[src/rtl/uart_tx_fifo.sv]
// UART transmitter with a write FIFO, a fractional baud generator and configurable framing.
// Define UART_TX_PARITY_EN to add a parity bit after the data bits (odd when PARITY_ODD=1).
module uart_tx_fifo #(
    parameter int CLK_HZ     = 9600000,
    parameter int BAUD       = 115200,
    parameter int DATA_BITS  = 8,
    parameter int STOP_BITS  = 1,
    parameter int FIFO_DEPTH = 16,
    parameter int PARITY_ODD = 0
) (
    input  logic                          sys_clk_i,
    input  logic                          sys_rst_i,
    input  logic                          uart_wr_i,
    input  logic [DATA_BITS-1:0]          uart_dat_i,
    output logic                          uart_full,
    output logic [$clog2(FIFO_DEPTH):0]   uart_level,
    output logic                          uart_busy,
    output logic                          uart_ovf,
    input  logic                          uart_ovf_clr_i,
    output logic                          uart_tx
);

    localparam int AW    = $clog2(FIFO_DEPTH);
    localparam int LW    = AW + 1;
    localparam int ACC_W = $clog2(CLK_HZ + BAUD) + 1;
    localparam int IDX_W = $clog2(DATA_BITS);

    localparam logic [IDX_W-1:0] LAST_IDX  = IDX_W'(DATA_BITS - 1);
    localparam logic             LAST_STOP = 1'(STOP_BITS - 1);
    localparam logic [ACC_W-1:0] ACC_BAUD  = ACC_W'(BAUD);
    localparam logic [ACC_W-1:0] ACC_CLK   = ACC_W'(CLK_HZ);

`ifdef UART_TX_PARITY_EN
    localparam logic PAR_ODD = (PARITY_ODD != 0);
    typedef enum logic [2:0] {S_IDLE, S_START, S_DATA, S_PARITY, S_STOP} state_t;
`else
    localparam logic PARITY_ODD_UNUSED = (PARITY_ODD != 0);
    typedef enum logic [2:0] {S_IDLE, S_START, S_DATA, S_STOP} state_t;
`endif

    state_t               state_q, state_d;
    logic [DATA_BITS-1:0] shift_q, shift_d;
    logic [IDX_W-1:0]     idx_q, idx_d;
    logic                 stop_q, stop_d;
    logic [ACC_W-1:0]     acc_q, acc_d, acc_nxt;
    logic                 tick;
    logic                 tx_q, tx_d;

    logic [DATA_BITS-1:0] mem_q [FIFO_DEPTH];
    logic [AW-1:0]        wr_ptr_q, wr_ptr_d, rd_ptr_q, rd_ptr_d;
    logic [LW-1:0]        count_q, count_d;
    logic                 ovf_q, ovf_d;
    logic                 fifo_full, push, pop;

    // Full is taken from the registered count, so a pop in the same cycle never frees a slot.
    always_comb begin
        fifo_full = (count_q == LW'(FIFO_DEPTH));
        push      = uart_wr_i & ~fifo_full;
        wr_ptr_d  = push ? wr_ptr_q + 1'b1 : wr_ptr_q;
        rd_ptr_d  = pop  ? rd_ptr_q + 1'b1 : rd_ptr_q;
        count_d   = count_q;
        if (push && !pop) begin
            count_d = count_q + 1'b1;
        end else if (pop && !push) begin
            count_d = count_q - 1'b1;
        end
        ovf_d = ovf_q & ~uart_ovf_clr_i;
        if (uart_wr_i && fifo_full) begin
            ovf_d = 1'b1;
        end
    end

    always_comb begin
        state_d = state_q;
        shift_d = shift_q;
        idx_d   = idx_q;
        stop_d  = stop_q;
        pop     = 1'b0;
        tick    = 1'b0;
        acc_nxt = acc_q + ACC_BAUD;
        acc_d   = acc_nxt;
        // The accumulator keeps the remainder, so bit edges never drift within a frame.
        if (state_q == S_IDLE) begin
            acc_d = '0;
        end else if (acc_nxt >= ACC_CLK) begin
            tick  = 1'b1;
            acc_d = acc_nxt - ACC_CLK;
        end

        case (state_q)
            S_IDLE: begin
                if (count_q != '0) begin
                    pop     = 1'b1;
                    shift_d = mem_q[rd_ptr_q];
                    acc_d   = '0;
                    state_d = S_START;
                end
            end
            S_START: begin
                if (tick) begin
                    state_d = S_DATA;
                    idx_d   = '0;
                end
            end
            S_DATA: begin
                if (tick) begin
                    if (idx_q == LAST_IDX) begin
`ifdef UART_TX_PARITY_EN
                        state_d = S_PARITY;
`else
                        state_d = S_STOP;
`endif
                        stop_d  = 1'b0;
                    end else begin
                        idx_d = idx_q + 1'b1;
                    end
                end
            end
`ifdef UART_TX_PARITY_EN
            S_PARITY: begin
                if (tick) begin
                    state_d = S_STOP;
                    stop_d  = 1'b0;
                end
            end
`endif
            S_STOP: begin
                if (tick) begin
                    if (stop_q == LAST_STOP) begin
                        acc_d = '0;
                        // Next byte starts straight out of the stop bit, no idle gap.
                        if (count_q != '0) begin
                            pop     = 1'b1;
                            shift_d = mem_q[rd_ptr_q];
                            state_d = S_START;
                        end else begin
                            state_d = S_IDLE;
                        end
                    end else begin
                        stop_d = 1'b1;
                    end
                end
            end
            default: state_d = S_IDLE;
        endcase

        tx_d = 1'b1;
        case (state_d)
            S_START:  tx_d = 1'b0;
            S_DATA:   tx_d = shift_d[idx_d];
`ifdef UART_TX_PARITY_EN
            S_PARITY: tx_d = (^shift_d) ^ PAR_ODD;
`endif
            default:  tx_d = 1'b1;
        endcase
    end

    always_ff @(posedge sys_clk_i) begin
        if (sys_rst_i) begin
            state_q  <= S_IDLE;
            shift_q  <= '0;
            idx_q    <= '0;
            stop_q   <= 1'b0;
            acc_q    <= '0;
            tx_q     <= 1'b1;
            wr_ptr_q <= '0;
            rd_ptr_q <= '0;
            count_q  <= '0;
            ovf_q    <= 1'b0;
        end else begin
            state_q  <= state_d;
            shift_q  <= shift_d;
            idx_q    <= idx_d;
            stop_q   <= stop_d;
            acc_q    <= acc_d;
            tx_q     <= tx_d;
            wr_ptr_q <= wr_ptr_d;
            rd_ptr_q <= rd_ptr_d;
            count_q  <= count_d;
            ovf_q    <= ovf_d;
        end
    end

    always_ff @(posedge sys_clk_i) begin
        if (push) begin
            mem_q[wr_ptr_q] <= uart_dat_i;
        end
    end

    assign uart_full  = fifo_full;
    assign uart_level = count_q;
    assign uart_busy  = (state_q != S_IDLE) | (count_q != '0);
    assign uart_ovf   = ovf_q;
    assign uart_tx    = tx_q;

endmodule

[config.mk]
export PLATFORM = sky130hd
export DESIGN_NAME = uart_tx_fifo
export DESIGN_NICKNAME = d
export VERILOG_FILES = /design/src/rtl/uart_tx_fifo.sv
export SDC_FILE = /design/constraint.sdc
export NUM_CORES = 1
export LEC_CHECK = 0
export ABC_AREA = 0
export BUFFER_PORTS_ARGS = -buffer_cell sky130_fd_sc_hd__buf_2
export CORE_MARGIN = 5
export CORE_UTILIZATION = 46
export DETAILED_ROUTE_END_ITERATION = 6
export HOLD_SLACK_MARGIN = 0.03
export MAX_ROUTING_LAYER = met4
export SYNTH_ARGS = -nofsm -noshare
export SYNTH_HDL_FRONTEND = slang
export SYNTH_SLANG_ARGS = --single-unit
[constraint.sdc]
create_clock -name sys_clk_i -period 4 [get_ports sys_clk_i]
set_input_delay 0 -clock sys_clk_i [delete_from_list [all_inputs] [get_ports sys_clk_i]]
set_output_delay 0 -clock sys_clk_i [all_outputs]
set_load 0.05 [all_outputs]
==> flow_results.org, run 1 <==
** Detailed routing
- Remaining antenna violation count :: 0
- Summing over every cut layer, the via total after detailed routing is 5145.
- The final layout contains routed wiring with a total length of 16.96 mm.
- After detailed routing, the number of vias per cell comes to 5.660.
- Average wire length per cell after detail routing :: 18.66 µm
- Drt initial violations :: 314
- Before antenna repair, the detailed router went through 4 iterations.
- For this run, design rule violations remaining after detail routing come to 0.

** Synthesis
- The share of synthesized area in the top cell type comes to 0.4550.
- Count of cell types in the netlist :: 74
- During synthesis, Yosys emitted a total of 0 warnings.
- Top area cells in the synthesized netlist :: sky130_fd_sc_hd__edfxtp_1 (46%), sky130_fd_sc_hd__dfxtp_1 (14%), sky130_fd_sc_hd__mux4_2 (11%)
- Cell type with the largest total area after synthesis :: sky130_fd_sc_hd__edfxtp_1
- After synthesis, the share of flip-flops with an asynchronous set or reset is 0.
- Of the synthesized area, sequential elements account for 0.5925.
- Number of nets in the synthesized netlist :: 652
- In this run the cell area of the synthesized design comes to 0.008447 mm².
- Syn_area_per_cell :: 13.47 µm²
- After synthesis the netlist holds a flip-flop and latch count of 186.
- Count of flip-flops with a built-in enable after synthesis :: 128
- After technology mapping, the gate count stands at 627.
- For this run, the leading register cell type out of synthesis is sky130_fd_sc_hd__edfxtp_1.

** Timing
- Final period utilization :: 0.9428
- Hold Fails Final Rpt :: 0
- Final setup fails :: 0
- Crit path time final :: 3771 ps
- Worst clock skew :: 11.14 ps
- Headroom to the max-slew limit came out at 0.4176.
- Slew of the pin with the lowest slew margin :: 870.4 ps
- Pins Over Slew Limit :: 0
- Maximum achievable frequency :: 265.2 MHz

** Outcome
- The run finished with clean final reports.

** Critical path
- Crit. Startpoint :: acc_q[10]
- End of the critical path :: uart_level[4]
- CP Cell Sequence :: buf_4 > and4_4 > a21oi_4 > or3_4 > a221oi_4 > o211ai_2 > nand2_2 > nand3_1 > a21oi_2 > inv_1 > ha_1 > inv_2 > ha_1 > a21o_1 > a21oi_2 > xnor2_1 > or3_1 > a21oi_1
- Critical Path Source Type :: register
- Delay of the slowest cell on the worst path :: 410 ps
- In this design, the largest share of critical-path delay is due to compound AO/OA/AOI/OAI gates.
- Reg2reg end :: uart_level[4]
- Reg2Reg Depth :: 18
- At the worst endpoint, the required time is 4360 ps.
- Maximum fanout along the worst path :: 7
- Counting buffers and inverters, the worst setup path is 18 cells deep.
- Kind of end point of the critical path :: register
- Worst flop-to-flop path startpoint :: acc_q[10]
- Arrival time of data at the critical path endpoint :: 4130 ps
- Combined buffer and inverter count along the critical path :: 3
- Category of the critical setup timing path :: register to register
- R2R Setup Slk :: 230 ps
- Crit path max-delay cell type :: sky130_fd_sc_hd__or3_4

** Clock tree
- Worst skew pair latency :: 430 ps
- Clock input transition at the sequential cells of the worst setup and hold paths :: 60 ps
- The H-tree generated during clock tree synthesis spans 4 levels.
- Sink Count :: 186
- Clock Tree Buf Depth :: 2
- TritonCTS built the clock tree.
- Clock Tree Root :: sky130_fd_sc_hd__clkbuf_16
- In this run, CTS created clock tree buffers numbering 17.

** Floorplanning
- The initialized floorplan defines 49 standard-cell rows.
- The initial utilization of the core area, before any placement, comes to 0.4686.
- Die span in x :: 145.5 µm
- The die covers 0.02117 mm².
- Top Ports :: 21
- Core area :: 0.01802 mm²
- The die is 145.5 µm tall.

** Flow run
- Max-cap violations in this run came to 0.

** Cells and area
- Filler instances :: 1510
- Diode insertion count for antenna repair :: 0
- NumNets Final :: 693
- Post-Route Utilization :: 0.5350
- Area added between synthesis and finish :: 14.16%
- For this run, the number of standard cells in the final layout without fillers is 909.
- The sequential cells in the finished layout cover a total of 0.005012 mm².
- The multi-input combinational cells in the finished layout cover a total of 0.003336 mm².
- Share of layout cells above drive strength 1 :: 0.2338
- The library cell used most frequently in the layout, excluding fill and tap cells, is sky130_fd_sc_hd__edfxtp_1.
- Summing all non-filler instances in the final layout gives an area of 0.009643 mm².
- Top library cells by usage in the layout, fill and taps aside :: sky130_fd_sc_hd__edfxtp_1 (128), sky130_fd_sc_hd__nor2_1 (67), sky130_fd_sc_hd__dfxtp_1 (52)

** GRT
- Entering global routing, the biggest net connects 33 pins.
- Antenna violations before repair :: 0
- Global-route usage over all layers :: 0.1684
- First-pass GRT wire length :: 27.75 mm
- Via count of the first global-routing pass :: 5218
- Summed over all layers, the global routing overflow is 0.

** Power
- Leakage power summed over all cells :: 3.191 nW
- For this design the ratio of total power to cell area is 552.7 mW/mm².
- The worst-case IR drop observed on VDD is 0.0003821 V.

** Placed design
- The congestion estimate from routability-driven global placement came to 0.8900.
- Area after detailed placement :: 0.008864 mm²
- After legalization and detailed placement, the total HPWL measured 11.25 mm.
- The number of placed instances, taps included, is 865.
- Buffers added on ports :: 20

** Hold path
- Worst Hold Class :: input pin to register
-- power breakdown --
group          switching (mW)  internal (mW)  total (mW)
Combinational           0.794          0.662        1.46
Clock                   0.729          0.862        1.59
Sequential              0.103           2.18        2.28
Total                    1.63           3.70        5.33
-- routing by layer --
layer  wire (µm)  global-route usage
met2        8406              0.2645
met5           0                   -
met3         573             0.03706
met4         195             0.04757
met1        7787              0.2227
-- state kept, by name, summed over array words and instances, names as in the netlist, named ones only --
signal and flops:
mem_q 128, acc_q 25, shift_q 8, uart_level 5
rd_ptr_q 4, wr_ptr_q 4, idx_q 3, state_q 3
uart_ovf 1, uart_tx 1
-- worst register-to-register path, delay by kind of cell, from the launching register on --
kind            cells  cell delay (ps)
compound gates      7             1260
simple gates        5             1200
fa+ha+maj           2              480
flops               1              350
buf+inv             3              330
xor+xnor            1               80
-- per-stage QoR --
stage               power, mW  setup TNS, ps  setup slack (ps)  hold slack, ps
CTS                     5.354              0             38.81           60.66
global route            5.613         -12.96            -12.96           87.70
detailed placement      3.743              0             7.150           255.7
finish                  5.330              0             228.8           52.25
global placement        3.721              0             114.4           240.8
floorplan               3.389              0             27.98           98.87
-- synth_stat cells (2+ instances only) --
cell                          n
sky130_fd_sc_hd__o21ai_0     10
sky130_fd_sc_hd__nor3_1      18
sky130_fd_sc_hd__a31oi_1      7
sky130_fd_sc_hd__and3_1       3
sky130_fd_sc_hd__nor4_1       4
sky130_fd_sc_hd__buf_6        2
sky130_fd_sc_hd__nand2b_1     5
sky130_fd_sc_hd__xnor2_1     21
sky130_fd_sc_hd__nand3_1     18
sky130_fd_sc_hd__a211oi_1     4
sky130_fd_sc_hd__buf_1        6
sky130_fd_sc_hd__inv_1       14
sky130_fd_sc_hd__o31a_1       3
sky130_fd_sc_hd__and4_1       2
sky130_fd_sc_hd__or3_1        3
sky130_fd_sc_hd__nor2_2       2
sky130_fd_sc_hd__buf_2        8
sky130_fd_sc_hd__o31ai_1      4
sky130_fd_sc_hd__a21oi_1     32
sky130_fd_sc_hd__and2_1      14
sky130_fd_sc_hd__nand2_2      2
sky130_fd_sc_hd__nor2b_1      9
sky130_fd_sc_hd__clkbuf_1    17
sky130_fd_sc_hd__nand3b_1     3
sky130_fd_sc_hd__mux2i_1      5
sky130_fd_sc_hd__xnor2_2      2
sky130_fd_sc_hd__edfxtp_1   128
sky130_fd_sc_hd__a21o_1       3
sky130_fd_sc_hd__xor2_1      17
sky130_fd_sc_hd__mux4_2      40
sky130_fd_sc_hd__o22ai_1      5
sky130_fd_sc_hd__o211ai_2     2
sky130_fd_sc_hd__a31o_2       2
sky130_fd_sc_hd__nand4_1      7
sky130_fd_sc_hd__a2111oi_0    4
sky130_fd_sc_hd__or3_4        2
sky130_fd_sc_hd__nand2_1     25
sky130_fd_sc_hd__a311oi_1     4
sky130_fd_sc_hd__dfxtp_1     58
sky130_fd_sc_hd__nor2_1      67
sky130_fd_sc_hd__ha_1        12
-- area by class of cell --
type,instances,area share
well taps,229,0.02971
multi-input cells,393,0.3459
repair buffers,55,0.04191
flip-flops and latches,186,0.5198
clock buffers,19,0.04489
clock inverters,12,0.01194
inverters,15,0.005839
-- logic make-up (layout without fill, tap and decap cells) --
| group | Yosys count | in the layout | share of synthesized area |
|---|---|---|---|
| flops | 186 | 186 | 0.5925 |
| fa+ha+maj | 13 | 13 | 0.02014 |
| other cells | 1 | 1 | 0.0004440 |
| buf+inv | 48 | 101 | 0.02429 |
| compound gates | 101 | 101 | 0.09036 |
| mux | 46 | 46 | 0.1139 |
| simple gates | 192 | 192 | 0.1151 |
| xor+xnor | 40 | 40 | 0.04325 |
-- how the worst min path moves through the flow --
stage / from / to / depth (start not counted)
final: sys_rst_i / idx_q[1] / 2
after global routing: sys_rst_i / wr_ptr_q[3] / 2
after CTS: sys_rst_i / idx_q[0] / 2
after detailed placement: uart_wr_i / uart_ovf / 3
after global placement: uart_wr_i / uart_ovf / 3
after floorplan: uart_dat_i[0] / mem_q[0][0] / 0
-- what timing repair did --
action / CTS / global route
pin swaps: 0 / 6
setup buffers: 0 / 3
gates cloned: 0 / 0
hold endpoints to repair: 129 / 0
endpoints found under the setup margin: 1 / 2
hold buffers: 10 / 0
resized for setup: 1 / 24
No activity file was read; power rests on OpenSTA's default activity.
==> inputs of run 2 (changes only) <==
--- a/config.mk
+++ b/config.mk
@@ -12,6 +12,7 @@
 export DETAILED_ROUTE_END_ITERATION = 6
 export HOLD_SLACK_MARGIN = 0.03
 export MAX_ROUTING_LAYER = met4
+export PLACE_DENSITY_LB_ADDON = 0.25
 export SYNTH_ARGS = -nofsm -noshare
 export SYNTH_HDL_FRONTEND = slang
 export SYNTH_SLANG_ARGS = --single-unit
==> flow_results.org, run 2 (synthesized netlist as in run 1, its figures left out) <==
** Outcome
- The run finished with clean final reports.

** GRT
- First-pass GRT wire length :: 27.88 mm (+0.47%)
- The pin count of the biggest net entering global routing is 33 (unchanged).
- Antenna violations before repair :: 0 (unchanged)
- The via count of the first global-routing pass came to 5254 (+0.69%).
- The global-route usage over all layers was 0.1691 (+0.0007216).
- The sum of overflow across all layers after global routing is 0 (unchanged).

** Critical path
- R2R Setup Slk :: 200 ps (-30 ps)
- Delay of the slowest cell on the worst path :: 400 ps (about the same)
- Arrival time of data at the critical path endpoint :: 4160 ps (+30 ps)
- Crit. Startpoint :: acc_q[9]
- Critical path's top delay family :: simple AND/OR/NAND/NOR gates
- Kind of end point of the critical path :: register
- For this design, the slowest cell found on the critical path is sky130_fd_sc_hd__or3_4.
- The data required time of the worst path came to 4350 ps (about the same).
- The highest net fanout along the worst path is 9 (+2).
- Combined buffer and inverter count along the critical path :: 3 (unchanged)
- Reg2reg end :: uart_level[4]
- The logic depth of the worst path, buffers included came to 18 (unchanged).
- Category of the critical setup timing path :: register to register
- The worst register-to-register path begins at acc_q[9].
- End of the critical path :: uart_level[4]
- Critical Path Source Type :: register
- CP Cell Sequence :: buf_6 > and4_4 > a21oi_4 > or3_4 > a221oi_4 > o211ai_2 > nand2_2 > nand3_2 > a21oi_4 > inv_1 > ha_1 > inv_2 > ha_1 > a21o_1 > a21oi_2 > xnor2_1 > or3_1 > a21oi_2
- The number of cells on the worst reg-to-reg path was 18 (unchanged).

** Cells and area
- The layout net count is 693 (unchanged).
- The layout cell share with drive strength beyond 1 came to 0.2309 (-0.002941).
- Flip-flop count of the largest register, all copies and words added :: 128 (unchanged)
- Largest registers in the final layout :: mem_q x128, acc_q x25, shift_q x8
- Fin area :: 0.009667 mm² (+0.25%)
- FF/Latch Area :: 0.005012 mm² (unchanged)
- Post-Route Utilization :: 0.5363 (+0.001319)
- Most frequent standard cell in the layout excluding fill and tap cells :: sky130_fd_sc_hd__edfxtp_1
- Footprint of the multi-input gates :: 0.003298 mm² (-1.1%)
- Area added between synthesis and finish :: 14.44%
- Register with the most flip-flops :: mem_q
- Diode insertion count for antenna repair :: 0 (unchanged)
- Filler instances :: 1508 (-0.13%)
- Top library cells by usage in the layout, fill and taps aside :: sky130_fd_sc_hd__edfxtp_1 (128), sky130_fd_sc_hd__nor2_1 (67), sky130_fd_sc_hd__dfxtp_1 (52)

** Flow run
- Max-cap violations :: 0 (unchanged)

** Timing
- The clock tree skew after final layout was 9.281 ps (-1.858 ps).
- The post-layout minimum cycle time was 3804 ps (+33.06 ps).
- The worst-margin pin slew was 854.8 ps (-15.56 ps).
- The fmax came to 262.9 MHz (-0.87%).
- The final-layout setup total negative slack came to 0 ps (unchanged).
- Final period utilization :: 0.9511 (+0.008265)
- The worst hold slack is 88.62 ps (+36.37 ps).
- Setup repair after global routing left no endpoint under its margin.
- The worst slew margin relative to its limit came to 0.4280 (+0.01041).
- The setup violation total in the final timing report came to 0 (unchanged).
- Hold Fails Final Rpt :: 0 (unchanged)
- Pins Over Slew Limit :: 0 (unchanged)

** Detailed routing
- The average vias per placed instance was 5.681 (+0.37%).
- The initial detailed-routing violation count came to 408 (+30%).
- The routed via count is 5164 (+0.37%).
- Remaining antenna violation count :: 0 (unchanged)
- Post-detailed-routing wire length :: 16.85 mm (-0.65%)
- The total iterations of the first detailed-routing run was 5 (+1).
- The wire length per cell came to 18.54 µm (-0.65%).
- DRC errors left :: 0 (unchanged)

** Floorplanning
- The core outline area is 0.01802 mm² (unchanged).
- The die width came to 145.5 µm (unchanged).
- Vertical extent of the die :: 145.5 µm (unchanged)
- Initial Util :: 0.4686 (unchanged)
- The top-level I/O count is 21 (unchanged).
- Die area :: 0.02117 mm² (unchanged)
- The row count is 49 (unchanged).

** Clock tree
- The post-CTS clock slew at the launch and capture registers of the worst setup and hold paths came to 70 ps (about the same).
- The number of buffers created by CTS came to 17 (unchanged).
- TritonCTS clock tree :: yes
- The tree is rooted in a sky130_fd_sc_hd__clkbuf_16.
- The TritonCTS sink count was 186 (unchanged).
- The number of levels the H-tree was split into came to 4 (unchanged).
- The latest clock arrival within the worst-skew pair came to 420 ps (about the same).
- The clock tree buffer depth came to 2 (unchanged).

** Power
- Worst vdd ir :: 0.0003254 V (-15%)
- The total power came to 5.478 mW (+2.8%).
- The static leakage was 3.239 nW (+1.5%).
- The total power divided by cell area was 566.7 mW/mm² (+2.5%).

** Placed design
- Detailed Place HPWL :: 11.52 mm (+2.4%)
- Area after detailed placement :: 0.008886 mm² (+0.25%)
- Routability-driven placement congestion ratio :: 0.8727 (-1.9%)
- The number of buffers added on ports was 20 (unchanged).

** Hold path
- The path class of the tightest hold or removal check is input pin to register.
[run 2: where the power goes]
group | switching [mW] | internal (mW)
logic | 0.811 | 0.656
registers | 0.101 | 2.18
clock network | 0.730 | 1.00
total | 1.64 | 3.84
[run 2: final cells by class]
| type | count | share of cell area |
|---|---|---|
| clock buffers | 17 | 0.04401 |
| well taps | 229 | 0.02964 |
| repair buffers | 55 | 0.04181 |
| flip-flops and latches | 186 | 0.5185 |
| multi-input cells | 393 | 0.3412 |
| inverters | 15 | 0.005824 |
| clock inverters | 14 | 0.01903 |
[run 2: what timing repair did]
action,in CTS,in global routing
gates resized for setup,2,17
hold buffers,10,0
pin swaps,0,4
setup endpoints to repair,1,2
endpoints found under the hold margin,129,0
setup buffers,0,0
[run 2: worst min path at each step]
stage | start | end | slack, ps | cells past startpoint
floorplan | uart_dat_i[0] | mem_q[0][0] | 100 | 0
global placement | uart_wr_i | uart_ovf | 250 | 3
detailed placement | uart_wr_i | uart_ovf | 260 | 3
CTS | sys_rst_i | wr_ptr_q[2] | 60 | 2
global route | sys_rst_i | uart_ovf | 100 | 2
finish | sys_rst_i | uart_level[3] | 90 | 2
[run 2: per-stage QoR]
stage / instances / worst slack (ps)
6_report: 909 / 195.8
5_1_grt: 909 / 6.060
4_1_cts: 909 / 42.37
3_5_place_dp: 868 / -43.01
3_3_place_gp: 868 / 175.6
2_1_floorplan: 627 / 27.98
[run 2: metal layers]
metal	GRT usage	vias to the layer above	routed length, µm
met3	0.03426	19	563
li1	-	2461	-
met2	0.2717	115	8470
met1	0.2176	2569	7554
met4	0.05364	0	264
met5	-	-	0
